File: src/rtl/grid_line_clear_if.sv
// Grid memory port and pass handshake shared by the line-clear engine and its controller.
// The engine side uses the master modport; the controller/memory side uses slave.
interface grid_line_clear_if #(
    parameter int unsigned ADDR_W = 8,
    parameter int unsigned DATA_W = 8,
    parameter int unsigned CNT_W  = 5
);
    logic              start;
    logic              busy;
    logic              done;
    logic [CNT_W-1:0]  lines_cleared;
    logic [ADDR_W-1:0] grid_address;
    logic [DATA_W-1:0] grid_data_out;
    logic              write_en;
    logic [DATA_W-1:0] tetris_grid_in;

    modport master (
        input  start,
        input  tetris_grid_in,
        output busy,
        output done,
        output lines_cleared,
        output grid_address,
        output grid_data_out,
        output write_en
    );

    modport slave (
        output start,
        output tetris_grid_in,
        input  busy,
        input  done,
        input  lines_cleared,
        input  grid_address,
        input  grid_data_out,
        input  write_en
    );
endinterface

File: src/rtl/grid_line_clear.sv
// Line-clear engine: scans the grid bottom-up, collapses full rows and rescans in place.
// Define GRID_LC_SCORE_EN to add the 16-bit saturating score output.
module grid_line_clear #(
    parameter int unsigned GRID_W = 10,
    parameter int unsigned GRID_H = 22,
    parameter int unsigned ADDR_W = 8,
    parameter int unsigned DATA_W = 8,
    parameter int unsigned CNT_W  = 5
) (
    input  logic              clk,
    input  logic              reset,
    grid_line_clear_if.master bus
`ifdef GRID_LC_SCORE_EN
    ,
    output logic [15:0]       score
`endif
);

    localparam int unsigned ROW_W = (GRID_H > 1) ? $clog2(GRID_H) : 1;
    localparam int unsigned COL_W = (GRID_W > 1) ? $clog2(GRID_W) : 1;
    localparam logic [ROW_W-1:0]  LAST_ROW = ROW_W'(GRID_H - 1);
    localparam logic [COL_W-1:0]  LAST_COL = COL_W'(GRID_W - 1);
    localparam logic [ADDR_W-1:0] ROW_PITCH = ADDR_W'(GRID_W);

    typedef enum logic [2:0] {
        StIdle,
        StScan,
        StEval,
        StShiftRd,
        StShiftWr,
        StClearTop,
        StDone
    } state_e;

    state_e           state_q, state_d;
    logic [ROW_W-1:0] row_q, row_d;
    logic [ROW_W-1:0] src_q, src_d;
    logic [COL_W-1:0] col_q, col_d;
    logic [CNT_W-1:0] count_q, count_d;
    logic             full_q, full_d;

    logic             cell_ok;
    logic             row_full;
    logic [ROW_W-1:0] addr_row;
    logic [COL_W-1:0] addr_col;

    assign cell_ok  = (bus.tetris_grid_in != '0);
    // The last cell of a row is still in flight when EVAL starts
    assign row_full = full_q & cell_ok;

    always_ff @(posedge clk or posedge reset) begin
        if (reset) begin
            state_q <= StIdle;
            row_q   <= '0;
            src_q   <= '0;
            col_q   <= '0;
            count_q <= '0;
            full_q  <= 1'b0;
        end else begin
            state_q <= state_d;
            row_q   <= row_d;
            src_q   <= src_d;
            col_q   <= col_d;
            count_q <= count_d;
            full_q  <= full_d;
        end
    end

    always_comb begin
        state_d           = state_q;
        row_d             = row_q;
        src_d             = src_q;
        col_d             = col_q;
        count_d           = count_q;
        full_d            = full_q;
        addr_row          = '0;
        addr_col          = '0;
        bus.busy          = 1'b0;
        bus.done          = 1'b0;
        bus.write_en      = 1'b0;
        bus.grid_data_out = '0;

        unique case (state_q)
            StIdle: begin
                if (bus.start) begin
                    state_d = StScan;
                    row_d   = LAST_ROW;
                    col_d   = '0;
                    count_d = '0;
                end
            end
            StScan: begin
                bus.busy = 1'b1;
                addr_row = row_q;
                addr_col = col_q;
                // Read data arriving in the col-0 cycle belongs to an earlier access
                full_d   = (col_q == '0) ? 1'b1 : (full_q & cell_ok);
                if (col_q == LAST_COL) begin
                    col_d   = '0;
                    state_d = StEval;
                end else begin
                    col_d = col_q + 1'b1;
                end
            end
            StEval: begin
                bus.busy = 1'b1;
                col_d    = '0;
                if (row_full) begin
                    count_d = (count_q == '1) ? count_q : count_q + 1'b1;
                    if (row_q != '0) begin
                        src_d   = row_q - 1'b1;
                        state_d = StShiftRd;
                    end else begin
                        state_d = StClearTop;
                    end
                end else if (row_q != '0) begin
                    row_d   = row_q - 1'b1;
                    state_d = StScan;
                end else begin
                    state_d = StDone;
                end
            end
            StShiftRd: begin
                bus.busy = 1'b1;
                addr_row = src_q;
                addr_col = col_q;
                state_d  = StShiftWr;
            end
            StShiftWr: begin
                bus.busy          = 1'b1;
                addr_row          = src_q + 1'b1;
                addr_col          = col_q;
                bus.write_en      = 1'b1;
                bus.grid_data_out = bus.tetris_grid_in;
                if (col_q == LAST_COL) begin
                    col_d = '0;
                    if (src_q == '0) begin
                        state_d = StClearTop;
                    end else begin
                        src_d   = src_q - 1'b1;
                        state_d = StShiftRd;
                    end
                end else begin
                    col_d   = col_q + 1'b1;
                    state_d = StShiftRd;
                end
            end
            StClearTop: begin
                bus.busy     = 1'b1;
                addr_col     = col_q;
                bus.write_en = 1'b1;
                if (col_q == LAST_COL) begin
                    // Rescan the same row: the row above has just dropped into it
                    col_d   = '0;
                    state_d = StScan;
                end else begin
                    col_d = col_q + 1'b1;
                end
            end
            StDone: begin
                bus.done = 1'b1;
                state_d  = StIdle;
            end
            default: begin
                state_d = StIdle;
            end
        endcase
    end

    assign bus.grid_address  = ADDR_W'(addr_row) * ROW_PITCH + ADDR_W'(addr_col);
    assign bus.lines_cleared = count_q;

`ifdef GRID_LC_SCORE_EN
    logic [15:0] score_q, score_d;
    logic [15:0] score_inc;
    logic [16:0] score_sum;

    always_comb begin
        score_inc = 16'd0;
        case (32'(count_q))
            0:       score_inc = 16'd0;
            1:       score_inc = 16'd40;
            2:       score_inc = 16'd100;
            3:       score_inc = 16'd300;
            default: score_inc = 16'd1200;
        endcase
        score_sum = {1'b0, score_q} + {1'b0, score_inc};
        score_d   = score_q;
        if (state_q == StDone) begin
            score_d = score_sum[16] ? 16'hFFFF : score_sum[15:0];
        end
    end

    always_ff @(posedge clk or posedge reset) begin
        if (reset) begin
            score_q <= 16'd0;
        end else begin
            score_q <= score_d;
        end
    end

    assign score = score_q;
`endif

endmodule
File: src/flat_wrapper.sv
// flat-port wrapper written by rule: the top's interface ports become plain ports
module grid_line_clear_flat 
#(
    parameter int unsigned GRID_W = 10,
    parameter int unsigned GRID_H = 22,
    parameter int unsigned ADDR_W = 8,
    parameter int unsigned DATA_W = 8,
    parameter int unsigned CNT_W  = 5
)
  (clk, reset, bus_start, bus_tetris_grid_in, bus_busy, bus_done, bus_lines_cleared, bus_grid_address, bus_grid_data_out, bus_write_en);
  grid_line_clear_if #(.ADDR_W(ADDR_W), .DATA_W(DATA_W), .CNT_W(CNT_W)) bus_i ();
  input  logic clk;
  input  logic reset;
  input wire logic [$bits(bus_i.start)-1:0] bus_start;
  input wire logic [$bits(bus_i.tetris_grid_in)-1:0] bus_tetris_grid_in;
  output wire logic [$bits(bus_i.busy)-1:0] bus_busy;
  output wire logic [$bits(bus_i.done)-1:0] bus_done;
  output wire logic [$bits(bus_i.lines_cleared)-1:0] bus_lines_cleared;
  output wire logic [$bits(bus_i.grid_address)-1:0] bus_grid_address;
  output wire logic [$bits(bus_i.grid_data_out)-1:0] bus_grid_data_out;
  output wire logic [$bits(bus_i.write_en)-1:0] bus_write_en;
  assign bus_i.start = bus_start;
  assign bus_i.tetris_grid_in = bus_tetris_grid_in;
  assign bus_busy = bus_i.busy;
  assign bus_done = bus_i.done;
  assign bus_lines_cleared = bus_i.lines_cleared;
  assign bus_grid_address = bus_i.grid_address;
  assign bus_grid_data_out = bus_i.grid_data_out;
  assign bus_write_en = bus_i.write_en;
  grid_line_clear #(.GRID_W(GRID_W), .GRID_H(GRID_H), .ADDR_W(ADDR_W), .DATA_W(DATA_W), .CNT_W(CNT_W)) u_core (.clk(clk), .reset(reset), .bus(bus_i));
endmodule
File: config.mk
export PLATFORM = sky130hd
export DESIGN_NAME = grid_line_clear_flat
export DESIGN_NICKNAME = d
export VERILOG_FILES = /design/src/rtl/grid_line_clear_if.sv /design/src/rtl/grid_line_clear.sv /design/src/flat_wrapper.sv
export SDC_FILE = /design/constraint.sdc
export NUM_CORES = 1
export LEC_CHECK = 0
export BUFFER_PORTS_ARGS = -buffer_cell sky130_fd_sc_hd__buf_2
export CAP_MARGIN = 20
export CELL_PAD_IN_SITES_DETAIL_PLACEMENT = 0
export CELL_PAD_IN_SITES_GLOBAL_PLACEMENT = 1
export CORE_MARGIN = 2
export CORE_UTILIZATION = 30
export DETAILED_ROUTE_END_ITERATION = 8
export PLACE_DENSITY = 0.69
export REMOVE_ABC_BUFFERS = 1
export SYNTH_ARGS = -nofsm -noshare
export SYNTH_HDL_FRONTEND = slang
export SYNTH_SLANG_ARGS = --single-unit
File: constraint.sdc
create_clock -name clk -period 6.3 [get_ports clk]
set_input_delay 1.26 -clock clk [delete_from_list [all_inputs] [get_ports clk]]
set_output_delay 1.26 -clock clk [all_outputs]
set_load 0.01 [all_outputs]
==> reports/metrics.yaml <==
via_per_inst: 5.10
cts_buffers: 3
syn_to_final_growth_pct: 13.5
num_antenna_cells: 0
pwr_density_cell_nw_per_um2: 451
firstDrtPassIters: 4
slowest_delay_ps: 660
synth_cell_types: 44
drv_slew: 0
crit_buf_inv: 2
cp_max_fo: 19
worst_slew_pin_slew_ps: 898
fin_cells: 348
setup_violations: 0
grt_pass1_wl_um: 8170
rows: 29
cts_sinks: 23
peakVddDrop_mv: 0.269
synth_area_leaders: "dfrtp_1 (29%), ha_1 (11%), nand2_1 (5.6%), a21oi_1 (4.3%), and2_1 (4.1%)"
io_pins: 35
cp_data_arrival_time_ps: 3790
cap_viol_max_count: 0
clock_path_buffers: 2
first_iter_violations: 108
fin_area_um2: 2270
syn_inst: 243
synth_top_area_share_pct: 28.8
status: "finished clean"
num-fill-cells: 689
ys_seq_area_share_pct: 28.8
gp_congestion: 0.790
post-route-period-util_pct: 80.2
hold_class: "register to register"
gr-usage-all-layers_pct: 13.3
htreeDepth: 1
synthArstFlopShare_pct: 100
remaining_drc_errors: 0
crit_type: "register to primary output"
leakage_nw: 1.08
wl_per_cell_um: 13.2
setup_tns_ps: 0
endpoint_kind: "primary output"
yosys.area.top_type: "dfrtp_1"
period_minus_slack_ps: 5050
layout-drive-gt1-share_pct: 17.7
cp-start-kind: "register"
grt_max_degree: 24
cp_top_family: "simple AND/OR/NAND/NOR gates"
place_area_um2: 2220
ys_seq_elements: 23
syn-mean-instance-area_um2: 8.22
rsz0062_at_grt: "no"
synth_flop_cell: "dfrtp_1"
dieArea_um2: 7330
synth_warnings: 0
synth_edf_count: 0
utilization_pct: 35.5
setup_slack_ps: 1250
required_ps: 5040
wl_um: 4610
relSlewSlack_pct: 40.1
clk_pin_slew_ps: 100
dpl_worst_slack_ps: 1530
postCtsHoldBufs: 0
vias: 1774
cp_slowest_cell: "dfrtp_1"
clk_latency_ps: 270
cts_tree: "done"
clock.fmax_mhz: 198
seq_area_um2: 576
hold_viol: 0
ant_nets: 0
fin_nets: 302
path_cells: "nor3b_1, buf_4, nand2_1, nand2_1, nand2_1, o21ai_0, ha_1, ha_1, fa_1, xnor2_1, or3b_2, xnor2_1, xnor2_1, buf_2"
grt_overflow_total: 0
post_cts_buffers: 0
netlist_area_um2: 2000
root_buffer: "clkbuf_8"
coreArea_um2: 6390
die_h_um: 85.6
clock_skew_ps: 9.08
dp.cells: 344
multi_input_area_um2: 1320
die_x_um: 85.6
port_buffers: 34
dp_hpwl_um: 3580
grt_pass1_vias: 1725
cts_resized: 0
start_util_pct: 31.3
antenna_found_initial: 0
## placed cells by master, fill, tap and decap left out, types with 6 or more instances in the layout
| cell type | netlist | layout |
|---|---|---|
| buf_2 | 4 | 34 |
| nand2_1 | 30 | 30 |
| dfrtp_1 | 23 | 23 |
| a21oi_1 | 17 | 17 |
| ha_1 | 17 | 17 |
| nor2_1 | 15 | 15 |
| inv_1 | 14 | 14 |
| and2_1 | 13 | 13 |
| o21ai_0 | 13 | 13 |
| nand3_1 | 9 | 9 |
| xnor2_1 | 8 | 8 |
| nor3_1 | 7 | 7 |
| o22ai_1 | 7 | 7 |
| nand2b_1 | 6 | 6 |
## Yosys cell counts, types with 3 or more instances
master	number
inv_1	14
nand3_1	9
dfrtp_1	23
nand2b_1	6
ha_1	17
clkbuf_1	6
nor3_1	7
mux2i_1	5
o31ai_1	4
nor3b_1	3
o22ai_1	7
and2_1	13
a21oi_1	17
xnor2_1	8
nand2_1	30
or4_1	3
buf_2	4
a21o_1	4
o21ai_0	13
nor2_1	15
## flip-flops by register name, indices dropped and copies added (netlist names)
| signal | flops |
|---|---|
| u_core.col_q | 4 |
| u_core.bus.lines_cleared | 5 |
| u_core.full_q | 1 |
| u_core.state_q | 3 |
| u_core.src_q | 5 |
| u_core.row_q | 5 |
## per-layer routing
| metal | wire length [µm] | global-route usage, % | vias up |
|---|---|---|---|
| met3 | 144 | 2.31 | 4 |
| li1 | - | - | 913 |
| met4 | 46 | 2.60 | 0 |
| met5 | 0 | 0 | - |
| met1 | 2260 | 18.5 | 830 |
| met2 | 2160 | 22.0 | 27 |
## power by group
part | switching, mW | total [mW] | leakage, nW | internal, mW
clock | 0.0535 | 0.0983 | 0.0217 | 0.0448
combinational | 0.355 | 0.644 | 0.780 | 0.289
sequential | 0.0921 | 0.279 | 0.280 | 0.187
total | 0.500 | 1.02 | 1.08 | 0.521
## path summary, 6_finish.rpt
kind,start,end,slack [ps],cells past startpoint
setup / recovery,u_core.state_q[2],bus_grid_address[7],1250,14
hold / removal,u_core.bus.lines_cleared[3],u_core.bus.lines_cleared[3],510,1
setup reg to reg,u_core.state_q[1],u_core.col_q[3],3990,6
hold reg to reg,u_core.bus.lines_cleared[3],u_core.bus.lines_cleared[3],510,1
max in group asynchronous,reset,u_core.full_q,4580,2
min in group asynchronous,reset,u_core.bus.lines_cleared[1],1170,2
## worst register-to-register path, stage by stage, from the launching register on
cell and delay (ps):
dfrtp_1 760, inv_1 260, ha_1 320, o21ai_0 410, o21ai_0 180, a22oi_1 170
o21ai_0 100
## cells by family (layout without fill, tap and decap cells)
group                      after synthesis  in the layout  synth area share [%]
adders and majority gates               19             19                  12.6
DFF                                     23             23                  28.8
and+or+nand+nor                        102            102                  27.7
xor gates and xnor gates                10             10                  4.38
buffers and inverters                   25             53                  5.32
muxes                                    5              5                  2.50
AOI/OAI and AO/OA                       59             59                  18.7
## cell type report
type | instances | share of cell area, %
clock buffers | 3 | 1.82
clock inverters | 1 | 0.331
inverters | 14 | 2.32
multi-input cells | 195 | 58.1
flip-flops and latches | 23 | 25.4
well taps | 77 | 4.25
repair buffers | 35 | 7.84
## stage by stage
stage                     hold WS [ps]  total power [mW]
after detailed placement           489             0.933
final                              507              1.02
after global placement             487             0.928
after global routing               531              1.14
after floorplan                    483             0.734
after CTS                          504              1.03
Note: power is estimated with default switching activity, not from simulation.
